[src/rtl/sub32_serial.sv]
// sub32_serial: bit-serial subtractor, out = ina - inb - bi, LSB first.
// One difference bit per clock through a single borrow flop; start/done
// handshake, with the result and flags registered and held until the next done.
module sub32_serial #(
  parameter int unsigned N = 32
) (
  input  logic         clk,
  input  logic         rst_n,
  input  logic         start,
  input  logic [N-1:0] ina,
  input  logic [N-1:0] inb,
  input  logic         bi,
  output logic         busy,
  output logic         done,
  output logic [N-1:0] out,
  output logic         bo,
  output logic         ov,
  output logic         zero
);

  localparam int unsigned CW = (N > 1) ? $clog2(N) : 1;

  typedef enum logic [1:0] {
    S_IDLE,
    S_RUN,
    S_DONE
  } state_t;

  state_t         state_q, state_d;
  logic [N-1:0]   a_q, a_d;
  logic [N-1:0]   b_q, b_d;
  logic [N-1:0]   r_q, r_d;
  logic           br_q, br_d;
  logic [CW-1:0]  cnt_q, cnt_d;
  logic           sa_q, sa_d;
  logic           sb_q, sb_d;
  logic [N-1:0]   out_q, out_d;
  logic           bo_q, bo_d;
  logic           ov_q, ov_d;
  logic           zero_q, zero_d;

  logic           d_bit;
  logic           br_nxt;
  logic [N-1:0]   r_shift;

  // One full-subtractor bit slice on the current LSBs.
  always_comb begin
    d_bit   = a_q[0] ^ b_q[0] ^ br_q;
    br_nxt  = (~a_q[0] & b_q[0]) | (~(a_q[0] ^ b_q[0]) & br_q);
    r_shift = {d_bit, r_q[N-1:1]};
  end

  // Next-state, datapath shifting and result capture.
  always_comb begin
    state_d = state_q;
    a_d     = a_q;
    b_d     = b_q;
    r_d     = r_q;
    br_d    = br_q;
    cnt_d   = cnt_q;
    sa_d    = sa_q;
    sb_d    = sb_q;
    out_d   = out_q;
    bo_d    = bo_q;
    ov_d    = ov_q;
    zero_d  = zero_q;

    unique case (state_q)
      S_IDLE, S_DONE: begin
        if (start) begin
          a_d     = ina;
          b_d     = inb;
          br_d    = bi;
          sa_d    = ina[N-1];
          sb_d    = inb[N-1];
          r_d     = '0;
          cnt_d   = '0;
          state_d = S_RUN;
        end else begin
          state_d = S_IDLE;
        end
      end
      S_RUN: begin
        a_d   = a_q >> 1;
        b_d   = b_q >> 1;
        br_d  = br_nxt;
        r_d   = r_shift;
        cnt_d = cnt_q + 1'b1;
        if (cnt_q == CW'(N - 1)) begin
          // The last shifted value is captured directly so the result is
          // visible in the same cycle done is raised.
          state_d = S_DONE;
          out_d   = r_shift;
          bo_d    = br_nxt;
          ov_d    = (sa_q ^ sb_q) & (sa_q ^ r_shift[N-1]);
          zero_d  = (r_shift == '0);
        end
      end
      default: state_d = S_IDLE;
    endcase
  end

  // State and datapath registers, asynchronously cleared.
  always_ff @(posedge clk or negedge rst_n) begin
    if (!rst_n) begin
      state_q <= S_IDLE;
      a_q     <= '0;
      b_q     <= '0;
      r_q     <= '0;
      br_q    <= 1'b0;
      cnt_q   <= '0;
      sa_q    <= 1'b0;
      sb_q    <= 1'b0;
      out_q   <= '0;
      bo_q    <= 1'b0;
      ov_q    <= 1'b0;
      zero_q  <= 1'b0;
    end else begin
      state_q <= state_d;
      a_q     <= a_d;
      b_q     <= b_d;
      r_q     <= r_d;
      br_q    <= br_d;
      cnt_q   <= cnt_d;
      sa_q    <= sa_d;
      sb_q    <= sb_d;
      out_q   <= out_d;
      bo_q    <= bo_d;
      ov_q    <= ov_d;
      zero_q  <= zero_d;
    end
  end

  // Status decodes and registered result outputs.
  always_comb begin
    busy = (state_q == S_RUN);
    done = (state_q == S_DONE);
    out  = out_q;
    bo   = bo_q;
    ov   = ov_q;
    zero = zero_q;
  end

endmodule

[config.mk]
export PLATFORM = sky130hd
export DESIGN_NAME = sub32_serial
export DESIGN_NICKNAME = d
export VERILOG_FILES = /design/src/rtl/sub32_serial.sv
export SDC_FILE = /design/constraint.sdc
export NUM_CORES = 1
export LEC_CHECK = 0
export ABC_AREA = 1
export BUFFER_PORTS_ARGS = -buffer_cell sky130_fd_sc_hd__buf_2
export CORE_ASPECT_RATIO = 0.6
export CORE_UTILIZATION = 59
export DETAILED_ROUTE_END_ITERATION = 7
export GPL_ROUTABILITY_DRIVEN = 0
export HOLD_SLACK_MARGIN = 0.1
export PLACE_DENSITY = 0.84
export SYNTH_ARGS = -nofsm -noshare
export SYNTH_HDL_FRONTEND = slang
export SYNTH_SLANG_ARGS = --single-unit
[constraint.sdc]
create_clock -name clk -period 2.6 [get_ports clk]
set_input_delay 0.26 -clock clk [delete_from_list [all_inputs] [get_ports clk]]
set_output_delay 0.26 -clock clk [all_outputs]
set_load 0.05 [all_outputs]
==> impl_metrics.json <==
{
  "skew_ns": 0.00647,
  "synth_top_cell_by_area": "dfrtp_1",
  "p_clk_share_pct": 28.0,
  "power_switching_uw": 3320,
  "grt_antenna_before_repair": 1,
  "crit_path_end_kind": "primary output",
  "tightest_slew_ns": 0.656,
  "grt.total_usage_pct": 30.8,
  "wire_per_inst_um": 15.3,
  "rows": 27,
  "p_leak_uw": 0.00374,
  "arrival_ns": 1.82,
  "drc": 0,
  "die_h_um": 78.3,
  "vias": 4998,
  "numCtsBuffers": 17,
  "tritoncts": "yes",
  "clk_pin_slew_ns": 0.06,
  "cts_max_path_buffers": 2,
  "clk-insertion-delay-late_ns": 0.42,
  "grt.overflow.total": 0,
  "io_buffers": 104,
  "synthXorXnorAreaFrac_pct": 0,
  "powerDensity_mw_per_mm2": 1180,
  "cts_resized": 0,
  "setup_violations": 0,
  "p_int_uw": 5610,
  "fmax_mhz": 481,
  "cp_slowest_cell": "dfrtp_1",
  "ctsHoldBuffers": 65,
  "crit_chain": "nand2_2 -> clkinv_2 -> buf_2",
  "synth_common_cells": "nand2_1, dfrtp_1, nand3_1",
  "hpwl_um": 7690,
  "start_kind": "register",
  "clockRootBuffer": "clkbuf_16",
  "swShare_pct": 37.2,
  "outcome": "completed",
  "stdcell_count": 932,
  "synth_compound_area_share_pct": 8.38,
  "start_util_pct": 61.7,
  "core_sq_mm": 0.00929,
  "postRouteAntennaNets": 0,
  "hold_viol": 0,
  "pwr-share-comb_pct": 33.0,
  "wl_um": 14300,
  "postSynthCellCount": 625,
  "yosysWarnings": 0,
  "post_cts_buffers": 0,
  "yosys-top-cells-area": "dfrtp_1, nand2_1, nand3_1",
  "ys_async_sr_fraction_pct": 100,
  "slowest_delay_ns": 0.44,
  "max_cap_violations": 0,
  "firstDrtPassIters": 7,
  "synth_top_family_by_area": "simple AND/OR/NAND/NOR gates",
  "yosysTopAreaCellShare_pct": 61.1,
  "numClockSinks": 140,
  "synth-adder-area-share_pct": 0.786,
  "fin_hold_ws_ns": 0.100,
  "area_growth_pct": 31.6,
  "synthMuxAreaShare_pct": 0,
  "slew_headroom_pct": 56.3,
  "grt_pass1_wl_um": 23200,
  "ys.flop_type": "dfrtp_1",
  "ys_seq_area_share_pct": 61.1,
  "fin_crit_sh_pct": 80.0,
  "fp.dieW_um": 129,
  "h-tree-depth": 4,
  "vdd_drop_max_uv": 829,
  "drive_gt1_share_pct": 19.0,
  "syn_nets": 696,
  "worstSetupPathType": "reg -> out",
  "hp-class": "in -> reg",
  "grt_max_degree": 72,
  "synth_cell_type_count": 26,
  "vias_per_cell": 5.36,
  "share_seq_of_total_power_pct": 39.0,
  "synth_edf_count": 0,
  "ios": 105,
  "postSynthAreaPerCell_sq_um": 9.17,
  "grt_setup_unrepaired": "false",
  "synth-simple-area-share_pct": 22.6,
  "yosys.cell_count.top_type": "nand2_1",
  "synth_seq_cells": 140,
  "die-area_sq_mm": 0.0101,
  "placed_cells": 834,
  "worst-path-max-fanout": 37,
  "tns_ns": 0,
  "fillCellCount": 557,
  "grt_pass1_vias": 4854,
  "nNetsFinal": 859,
  "syn_area_sq_mm": 0.00573,
  "slew_viol_final": 0,
  "layout_min_cycle_time_ns": 2.08,
  "cp.required_ns": 2.34,
  "drt_iter0_drc": 457
}
## power groups by stage
| stage | clock network (uW) | registers, uW | logic [uW] |
|---|---|---|---|
| floorplan | 0 | 3690 | 1980 |
| global placement | 0 | 3440 | 2650 |
| detailed placement | 0 | 3470 | 2790 |
| CTS | 2510 | 3460 | 2890 |
| global route | 2610 | 3570 | 3290 |
| finish | 2500 | 3480 | 2950 |
## cell families (layout without fill, tap and decap cells)
kind of cell	after synthesis	in the layout
other	0	1
AO/OA/AOI/OAI	83	83
adder cells (fa/ha/maj)	3	3
buffers and inverters	80	256
flip-flops	140	140
AND/OR/NAND/NOR	319	319
## layer usage
metal,routed length [um],GRT usage [%],share of wire [%],up-vias
met5,0,0,0,-
met4,603,18.8,4.2,0
met3,861,7.43,6.0,63
met2,6870,47.8,48,234
met1,5950,39.5,42,2350
li1,-,-,-,2351
## state kept, by name, indices dropped and copies added (netlist names)
register and cells:
bo 1, br_q 1, state_q 2, sa_q 1, out 32, sb_q 1, ov 1, zero 1
cnt_q 5, b_q 32, a_q 32, r_q 31
## final timing paths
path                                  from  endpoint  slack (ns)  depth (start not counted)
min in group asynchronous            rst_n   a_q[18]        0.40                          2
max in group asynchronous            rst_n    out[0]        1.37                          3
worst min-delay path               inb[26]   b_q[26]        0.10                          3
worst max-delay path            state_q[0]      busy        0.52                          3
worst min register to register     out[15]   out[15]        0.48                          2
worst max register to register  state_q[0]    a_q[2]        0.70                          6
## area by class of cell
class	count	area, sq um	share of cell area [%]
Sequential cell	140	3500	46.4
Multi-Input combinational cell	405	1820	24.1
Timing Repair Buffer	178	1260	16.7
Clock buffer	21	480	6.37
Inverter	46	176	2.34
Tap cell	130	163	2.16
Clock inverter	11	140	1.86
Antenna cell	1	2.50	0.0332
## per-stage QoR
stage	utilization, %	instance area (sq um)	power [uW]	setup slack [ns]
6_report	81.2	7540	8930	0.520
5_1_grt	81.2	7540	9470	0.479
4_1_cts	81.2	7540	8860	0.556
3_5_place_dp	67.5	6270	6260	0.752
3_3_place_gp	67.5	6270	6090	0.857
2_1_floorplan	-	5730	5670	1.10
## layout by cell type, fill, tap and decap left out
cell             n
inv_1           43
a21oi_1          5
dfrtp_1        140
nand2_2          2
nand3_2          1
o21bai_1         1
nor2_1          21
buf_2          103
inv_4            1
nand3_1         64
inv_2            1
fa_1             1
dlygate4sd3_1   65
clkinvlp_4       4
o22ai_1         31
o221ai_1         1
clkbuf_8         4
nand2_4          1
o21ai_1          2
nand2_1        230
clkbuf_16       17
o21ai_0         36
buf_12           1
o211ai_1         4
buf_4            8
a22o_1           2
diode_2          1
clkinv_2         5
buf_6            1
o31ai_1          1
ha_1             2
bufinv_16        3
## worst max-delay path: cells and delay by family, from the launching register on
family	cells	cell delay, ns
buffers and inverters	2	0.83
and+or+nand+nor	1	0.11
DFF	1	0.44
(Power assumes the default switching activity.)
